<file path="src/rtl/decoder_seq_pkg.sv">
// Shared encodings for the decoder_seq slice: the mode field that selects
// how the index evolves while running, and the two-state run FSM.
package decoder_seq_pkg;

  localparam int unsigned MODE_W = 2;

  // Run-time mode select, matches the two-bit mode input.
  typedef enum logic [MODE_W-1:0] {
    MODE_DIRECT    = 2'b00,
    MODE_SCAN_UP   = 2'b01,
    MODE_SCAN_DOWN = 2'b10,
    MODE_HOLD      = 2'b11
  } mode_e;

  // Sequencer FSM states.
  typedef enum logic {
    ST_IDLE = 1'b0,
    ST_RUN  = 1'b1
  } state_e;

endpackage : decoder_seq_pkg

</file>
<file path="src/rtl/decoder_nx.sv">
// Purely combinational index to one-hot decoder, IN_W-bit select in,
// 2**IN_W-bit one-hot out. The caller registers the result.
module decoder_nx #(
  parameter int unsigned IN_W = 3,
  localparam int unsigned OUT_W = 2**IN_W
) (
  input  logic [IN_W-1:0]  sel_i,
  output logic [OUT_W-1:0] onehot_o
);

  // One bit per output line, set only where the line number equals the select.
  always_comb begin
    onehot_o = '0;
    for (int unsigned i = 0; i < OUT_W; i++) begin
      onehot_o[i] = (sel_i == IN_W'(i));
    end
  end

endmodule : decoder_nx

</file>
<file path="src/rtl/decoder_seq.sv">
// Registered one-hot decoder sequencer. An IDLE/RUN FSM gates the decode;
// while running, the index is loaded directly, scanned up or down modulo
// 2**IN_W with a wrap pulse on boundary crossing, or held.
// Optional build macro: DECODER_SEQ_STRIDE_EN adds a 'stride' input that
// replaces the fixed scan step of 1; carry/borrow of the step drives wrap.
module decoder_seq
  import decoder_seq_pkg::*;
#(
  parameter int unsigned IN_W = 3,
  localparam int unsigned OUT_W = 2**IN_W
) (
  input  logic              clk,
  input  logic              reset,
  input  logic              en,
  input  logic [1:0]        mode,
  input  logic              load,
  input  logic [IN_W-1:0]   inp,
`ifdef DECODER_SEQ_STRIDE_EN
  input  logic [IN_W-1:0]   stride,
`endif
  output logic [OUT_W-1:0]  op,
  output logic [IN_W-1:0]   idx,
  output logic              active,
  output logic              wrap
);

  state_e             state_q, state_d;
  logic [IN_W-1:0]    idx_q, idx_d;
  logic [OUT_W-1:0]   op_q, op_d;
  logic               active_q, active_d;
  logic               wrap_q, wrap_d;

  mode_e              mode_s;
  logic [IN_W-1:0]    step_s;
  logic [IN_W:0]      up_sum_s;
  logic [IN_W:0]      dn_diff_s;
  logic [OUT_W-1:0]   dec_s;

  assign mode_s = mode_e'(mode);

`ifdef DECODER_SEQ_STRIDE_EN
  assign step_s = stride;
`else
  assign step_s = IN_W'(1);
`endif

  // Scan arithmetic one bit wider than the index: the extra MSB is the
  // carry (up) or borrow (down), i.e. exactly the wrap condition. A zero
  // step yields an unchanged index and no carry, so it behaves as HOLD.
  always_comb begin
    up_sum_s  = {1'b0, idx_q} + {1'b0, step_s};
    dn_diff_s = {1'b0, idx_q} - {1'b0, step_s};
  end

  // Next-state, next-index and wrap selection for the IDLE/RUN FSM.
  always_comb begin
    state_d = state_q;
    idx_d   = idx_q;
    wrap_d  = 1'b0;
    unique case (state_q)
      ST_IDLE: begin
        if (en) begin
          state_d = ST_RUN;
          if (mode_s == MODE_DIRECT && load) begin
            idx_d = inp;
          end
        end
      end
      ST_RUN: begin
        if (!en) begin
          state_d = ST_IDLE;
        end else begin
          unique case (mode_s)
            MODE_DIRECT: begin
              if (load) begin
                idx_d = inp;
              end
            end
            MODE_SCAN_UP: begin
              idx_d  = up_sum_s[IN_W-1:0];
              wrap_d = up_sum_s[IN_W];
            end
            MODE_SCAN_DOWN: begin
              idx_d  = dn_diff_s[IN_W-1:0];
              wrap_d = dn_diff_s[IN_W];
            end
            MODE_HOLD: begin
              idx_d = idx_q;
            end
            default: begin
              idx_d = idx_q;
            end
          endcase
        end
      end
      default: begin
        state_d = ST_IDLE;
      end
    endcase
  end

  // Decode the next index so op lands in the same cycle as idx.
  decoder_nx #(
    .IN_W(IN_W)
  ) u_decoder_nx (
    .sel_i    (idx_d),
    .onehot_o (dec_s)
  );

  // Output gating: one-hot only when the next state is RUN, else all-zero.
  always_comb begin
    active_d = (state_d == ST_RUN);
    op_d     = active_d ? dec_s : '0;
  end

  // State and output registers with asynchronous active-high reset.
  always_ff @(posedge clk or posedge reset) begin
    if (reset) begin
      state_q  <= ST_IDLE;
      idx_q    <= '0;
      op_q     <= '0;
      active_q <= 1'b0;
      wrap_q   <= 1'b0;
    end else begin
      state_q  <= state_d;
      idx_q    <= idx_d;
      op_q     <= op_d;
      active_q <= active_d;
      wrap_q   <= wrap_d;
    end
  end

  assign op     = op_q;
  assign idx    = idx_q;
  assign active = active_q;
  assign wrap   = wrap_q;

endmodule : decoder_seq

</file>
<file path="config.mk">
export PLATFORM = sky130hd
export DESIGN_NAME = decoder_seq
export DESIGN_NICKNAME = d
export VERILOG_FILES = /design/src/rtl/decoder_seq_pkg.sv /design/src/rtl/decoder_nx.sv /design/src/rtl/decoder_seq.sv
export SDC_FILE = /design/constraint.sdc
export NUM_CORES = 1
export LEC_CHECK = 0
export ABC_AREA = 0
export BUFFER_PORTS_ARGS = -buffer_cell sky130_fd_sc_hd__buf_2
export CORE_MARGIN = 2
export CORE_UTILIZATION = 30
export DETAILED_ROUTE_END_ITERATION = 10
export SLEW_MARGIN = 40
export SYNTH_ARGS = -nofsm -noshare
export SYNTH_HDL_FRONTEND = slang
export SYNTH_SLANG_ARGS = --single-unit
</file>
<file path="constraint.sdc">
create_clock -name clk -period 2.35 [get_ports clk]
set_clock_uncertainty 0.05 [all_clocks]
set_input_delay 0.47 -clock clk [delete_from_list [all_inputs] [get_ports clk]]
set_output_delay 0.47 -clock clk [all_outputs]
set_load 0.05 [all_outputs]
</file>
* Word-level counts from Yosys, hierarchy flattened
Index checks and enable logic that the tools add are counted.
Cells by class: mux-type cells 11, bitwise gates (word level) 1, reduce and logical (&&, ||, !) cells 3, equal/unequal tests 10, add/sub/neg operators 2
Operators by type and width (number):
- $eq 3x3->1 const B | 4
- $mux 3 | 4
- $pmux 3 s4 | 1
- $mux 8 | 1
- $eq 3x2->1 const B | 2
- $pmux 3 s2 | 1
- $add 3x1->4 const B | 1
- $eq 2x2->1 const B | 2
- $sub 3x1->4 const B | 1
- $eq 3x1->1 const B | 1
- $logic_not 3->1 | 1
- $mux 1 | 3
- $eq 2x1->1 const B | 1
- $logic_not 2->1 | 1
- $pmux 1 s2 | 1
- $logic_and 1x1->1 | 1
- $not 1->1 | 1
Storage, ports and cells: input port bits 9, flip-flop bits (word level) 13, output and inout bits 13

* Logic depth before layout (Yosys ltp)
word-level depth 7, mapped depth 8, depth with buffers taken out 8

* Cells and area by module
A second synthesis with hierarchy kept.
Second synthesis, totals: cells, all modules 69, area, all modules 733.2 sq um
By module, submodules not included:
- decoder_seq | cells an instance 61, area an instance 668.1 sq um, times used 1
- decoder_nx | cells an instance 8, area an instance 65.1 sq um, times used 1

* Least setup slack after synthesis
No wires, ideal clock.
path kind register to register, start point reg idx_q[0] (netlist: idx[0]), end point reg op_q[6] (netlist: op[6]), data arrival time 1886 ps, library setup time 128 ps, stages on the path, launching flop included 8, setup slack 287 ps, path through dfrtp_1 > inv_1 > ha_1 > mux2i_1 > nor2_1 > or3_1 > nand4bb_1 > nor2_1
On the way: word-level cells in the longest chain between the ends 6, elaborated cells between the ends (all ways) 10, classes of those cells add/sub: 2; eq/ne: 1; mux: 7
RTL lines:
- start: declaration | line decoder_seq.sv:28 | logic [IN_W-1:0] idx_q, idx_d;
- start signal: assignment | line decoder_seq.sv:126 | idx_q <= idx_d;
- $sub 3x1->4 (tied with other cells) | line decoder_seq.sv:52 | dn_diff_s = {1'b0, idx_q} - {1'b0, step_s};
- $pmux 3 s4 | line decoder_seq.sv:73 | unique case (mode_s)
- $mux 3 | line decoder_seq.sv:70 | if (!en) begin
- $pmux 3 s2 * | line decoder_seq.sv:60 | unique case (state_q)
- $eq 3x3->1 * | line decoder_nx.sv:15 | onehot_o[i] = (sel_i == IN_W'(i));
- $mux 8 * | line decoder_seq.sv:113 | op_d = active_d ? dec_s : '0;
- named net op_d[6] | line decoder_seq.sv:29 | logic [OUT_W-1:0] op_q, op_d;
- end signal: assignment | line decoder_seq.sv:127 | op_q <= op_d;
- end: declaration | line decoder_seq.sv:29
Mark *: on every way through the listed nets, which the timed path passes. The rest lies on a longest branch.

* Final worst setup path
start point reg idx_q[1] (netlist: idx[1]), end point reg op_q[6] (netlist: op[6])
The elaborated chain is that of the path after synthesis.

==> results.yml <==
global_route:
  grt_max_degree: 16
  grt_pass1_wl_mm: 2.86
  track_usage_pct: 11.3
  grt_overflow: 0
  antenna_found_initial: 0
  grt_pass1_vias: 665
synth:
  yosys_warnings: 0
  synth_top_cell_area_share_pct: 40.2
  synth_top_area_cell: "dfrtp_1"
  synth-seq-cells: 13
  async_reset_ff_share_pct: 100
  synth.avg_cell_area_um2: 9.41
  yosysSeqAreaShare_pct: 40.2
  synth.top_cells.by_count: "dfrtp_1, nor2_1, ha_1"
  synthMostInstantiatedCell: "dfrtp_1"
  synth_nets: 103
  synth_area_leaders: "dfrtp_1, ha_1, nor2_1, nand2b_1, inv_1"
  syn-cell-area_um2: 810
  synth-main-ff-cell: "dfrtp_1"
  synth_cells: 86
  synth-edff-count: 0
  synth.distinct_cells: 32
timing:
  fmax_ghz: 0.532
  slew-limit-headroom_pct: 68.2
  hold_viol_final: 0
  fin_hold_ws_ps: 160
  min_period_ps: 1880
  fin_ws_ps: 471
  rsz0062_at_grt: "no"
  tightest_slew_ps: 476
  finalSetupViolations: 0
  tns_ps: 0
  slew_viol_final: 0
  fin_crit_sh_pct: 79.9
setup_path:
  cp_max_fo: 6
  critical_path_class: "reg -> reg"
  required_ps: 2440
  arrival_ps: 1970
  cp-start-kind: "flip-flop"
  path_cells: "inv_1, ha_1, mux2i_1, nor2_1, or3_1, nand4bb_1, nor2_1"
  crit_top_cell: "nor2_1"
  worst_path_largest_cell_delay_ps: 470
  cp-end-kind: "flip-flop"
  slowest_stage: "dfrtp_1"
  path_delay_family: "simple AND/OR/NAND/NOR gates"
  crit_buf_inv: 1
drt:
  dr_wl_met2_um: 785
  drt-pass1-iter-count: 4
  via_count: 694
  wirelength_mm: 1.71
  drtAntennaViolNets: 0
  highest_layer: "met3"
  wire_per_inst_um: 12.3
  wl_met1_um: 829
  drc: 0
  drt_iter0_markers: 15
  wl_met3_um: 92
  vias_per_cell: 4.99
cells_and_area:
  diodes: 0
  fin_nets: 127
  fill_cells: 265
  final_util_pct: 38.4
  drive_gt1_share_pct: 29.4
  final-instance-count-excl-fill: 139
  syn2layout_area_growth_pct: 19.8
  stdcell_area_um2: 970
placed_design:
  place_area_um2: 943
  dp_cells: 135
  gp_congestion: 0.895
  place_ws_ps: 258
  numPortBuffers: 21
  dp_hpwl_mm: 1.36
floorplan:
  start_util_pct: 32.1
  die_x_um: 55.9
  die_height_um: 55.9
  rows: 18
  die_area_um2: 3130
  coreArea_um2: 2520
  io_pins: 22
pwr:
  worst_ir_drop_vdd_mv: 0.339
  p_int_uw: 390
  swShare_pct: 39.9
  pwr_density_cell_nw_per_um2: 669
  p_comb_share_pct: 38.9
  finalPower_uw: 648
  pwr-share-clk_pct: 19.7
  netSwitchingPower_uw: 259
  cellLeakagePower_nw: 0.501
  power_frac_seq_pct: 41.4
clock_tree:
  cts_resized: 0
  cts_setup_buffers: 0
  clk_latency_ps: 260
  htreeDepth: 1
  holdBufCountCts: 0
  clock_sinks: 13
  cts_buffer_depth: 2
  cts.clk_slew.worst_paths_ps: 70
  cts_made_buffers: 3
  cts-root-buf: "clkbuf_4"
  cts_tree: "done"
flow_run:
  max-cap-violations: 0
status:
  status: "completed"
worst_hold_path:
  hp-class: "in -> async"
layer usage:
| metal | vias up | track usage (%) |
|---|---|---|
| li1 | 345 | - |
| met1 | 330 | 15.0 |
| met2 | 19 | 18.5 |
| met3 | 0 | 1.86 |
| met4 | 0 | 4.08 |
| met5 | - | 0 |
cells by family after synthesis:
logic type / after synthesis / share of synthesized area, %
compound gates: 15 / 13.1
buf+inv: 10 / 4.79
fa+ha+maj: 8 / 12.4
flops: 13 / 40.2
simple gates: 37 / 25.0
mux: 3 / 4.48
power by group through the flow:
stage	registers (mW)	clock network, mW	logic [mW]
3_5_place_dp	0.272	0	0.253
6_report	0.268	0.128	0.252
3_3_place_gp	0.273	0	0.252
4_1_cts	0.268	0.133	0.254
2_1_floorplan	0.347	0	0.116
5_1_grt	0.272	0.150	0.273
layout by cell type (no fill, tap or decap), types with 2 or more instances in the layout:
cell / n
a21oi_1: 5
buf_2: 21
clkbuf_4: 3
dfrtp_1: 13
ha_1: 8
inv_1: 7
nand2_1: 3
nand2b_1: 6
nand3_1: 3
nand4_1: 4
nor2_1: 12
nor3_1: 2
o21ai_0: 2
final cells by class:
class | instances | area [um2] | area share [%]
well taps | 30 | 37.5 | 3.87
inverters | 8 | 30.0 | 3.10
flip-flops and latches | 13 | 325 | 33.5
clock buffers | 4 | 26.3 | 2.71
multi-input cells | 63 | 445 | 45.9
repair buffers | 21 | 105 | 10.8
state kept, by name, summed over array words and instances (netlist names):
register,count
active,1
idx,3
op,8
wrap,1
final timing paths:
check / startpoint / to / slack (ps) / depth (start not counted)
max: idx[1]$_DFF_PP0_ / op[6]$_DFF_PP0_ / 470 / 7
min reg2reg: idx[2]$_DFF_PP0_ / wrap$_DFF_PP0_ / 570 / 2
max in group asynchronous: reset / op[4]$_DFF_PP0_ / 1770 / 2
max reg2reg: idx[1]$_DFF_PP0_ / op[6]$_DFF_PP0_ / 470 / 7
min in group clk: en / active$_DFF_PP0_ / 420 / 1
min: reset / op[6]$_DFF_PP0_ / 160 / 2
(Power assumes the default switching activity.)
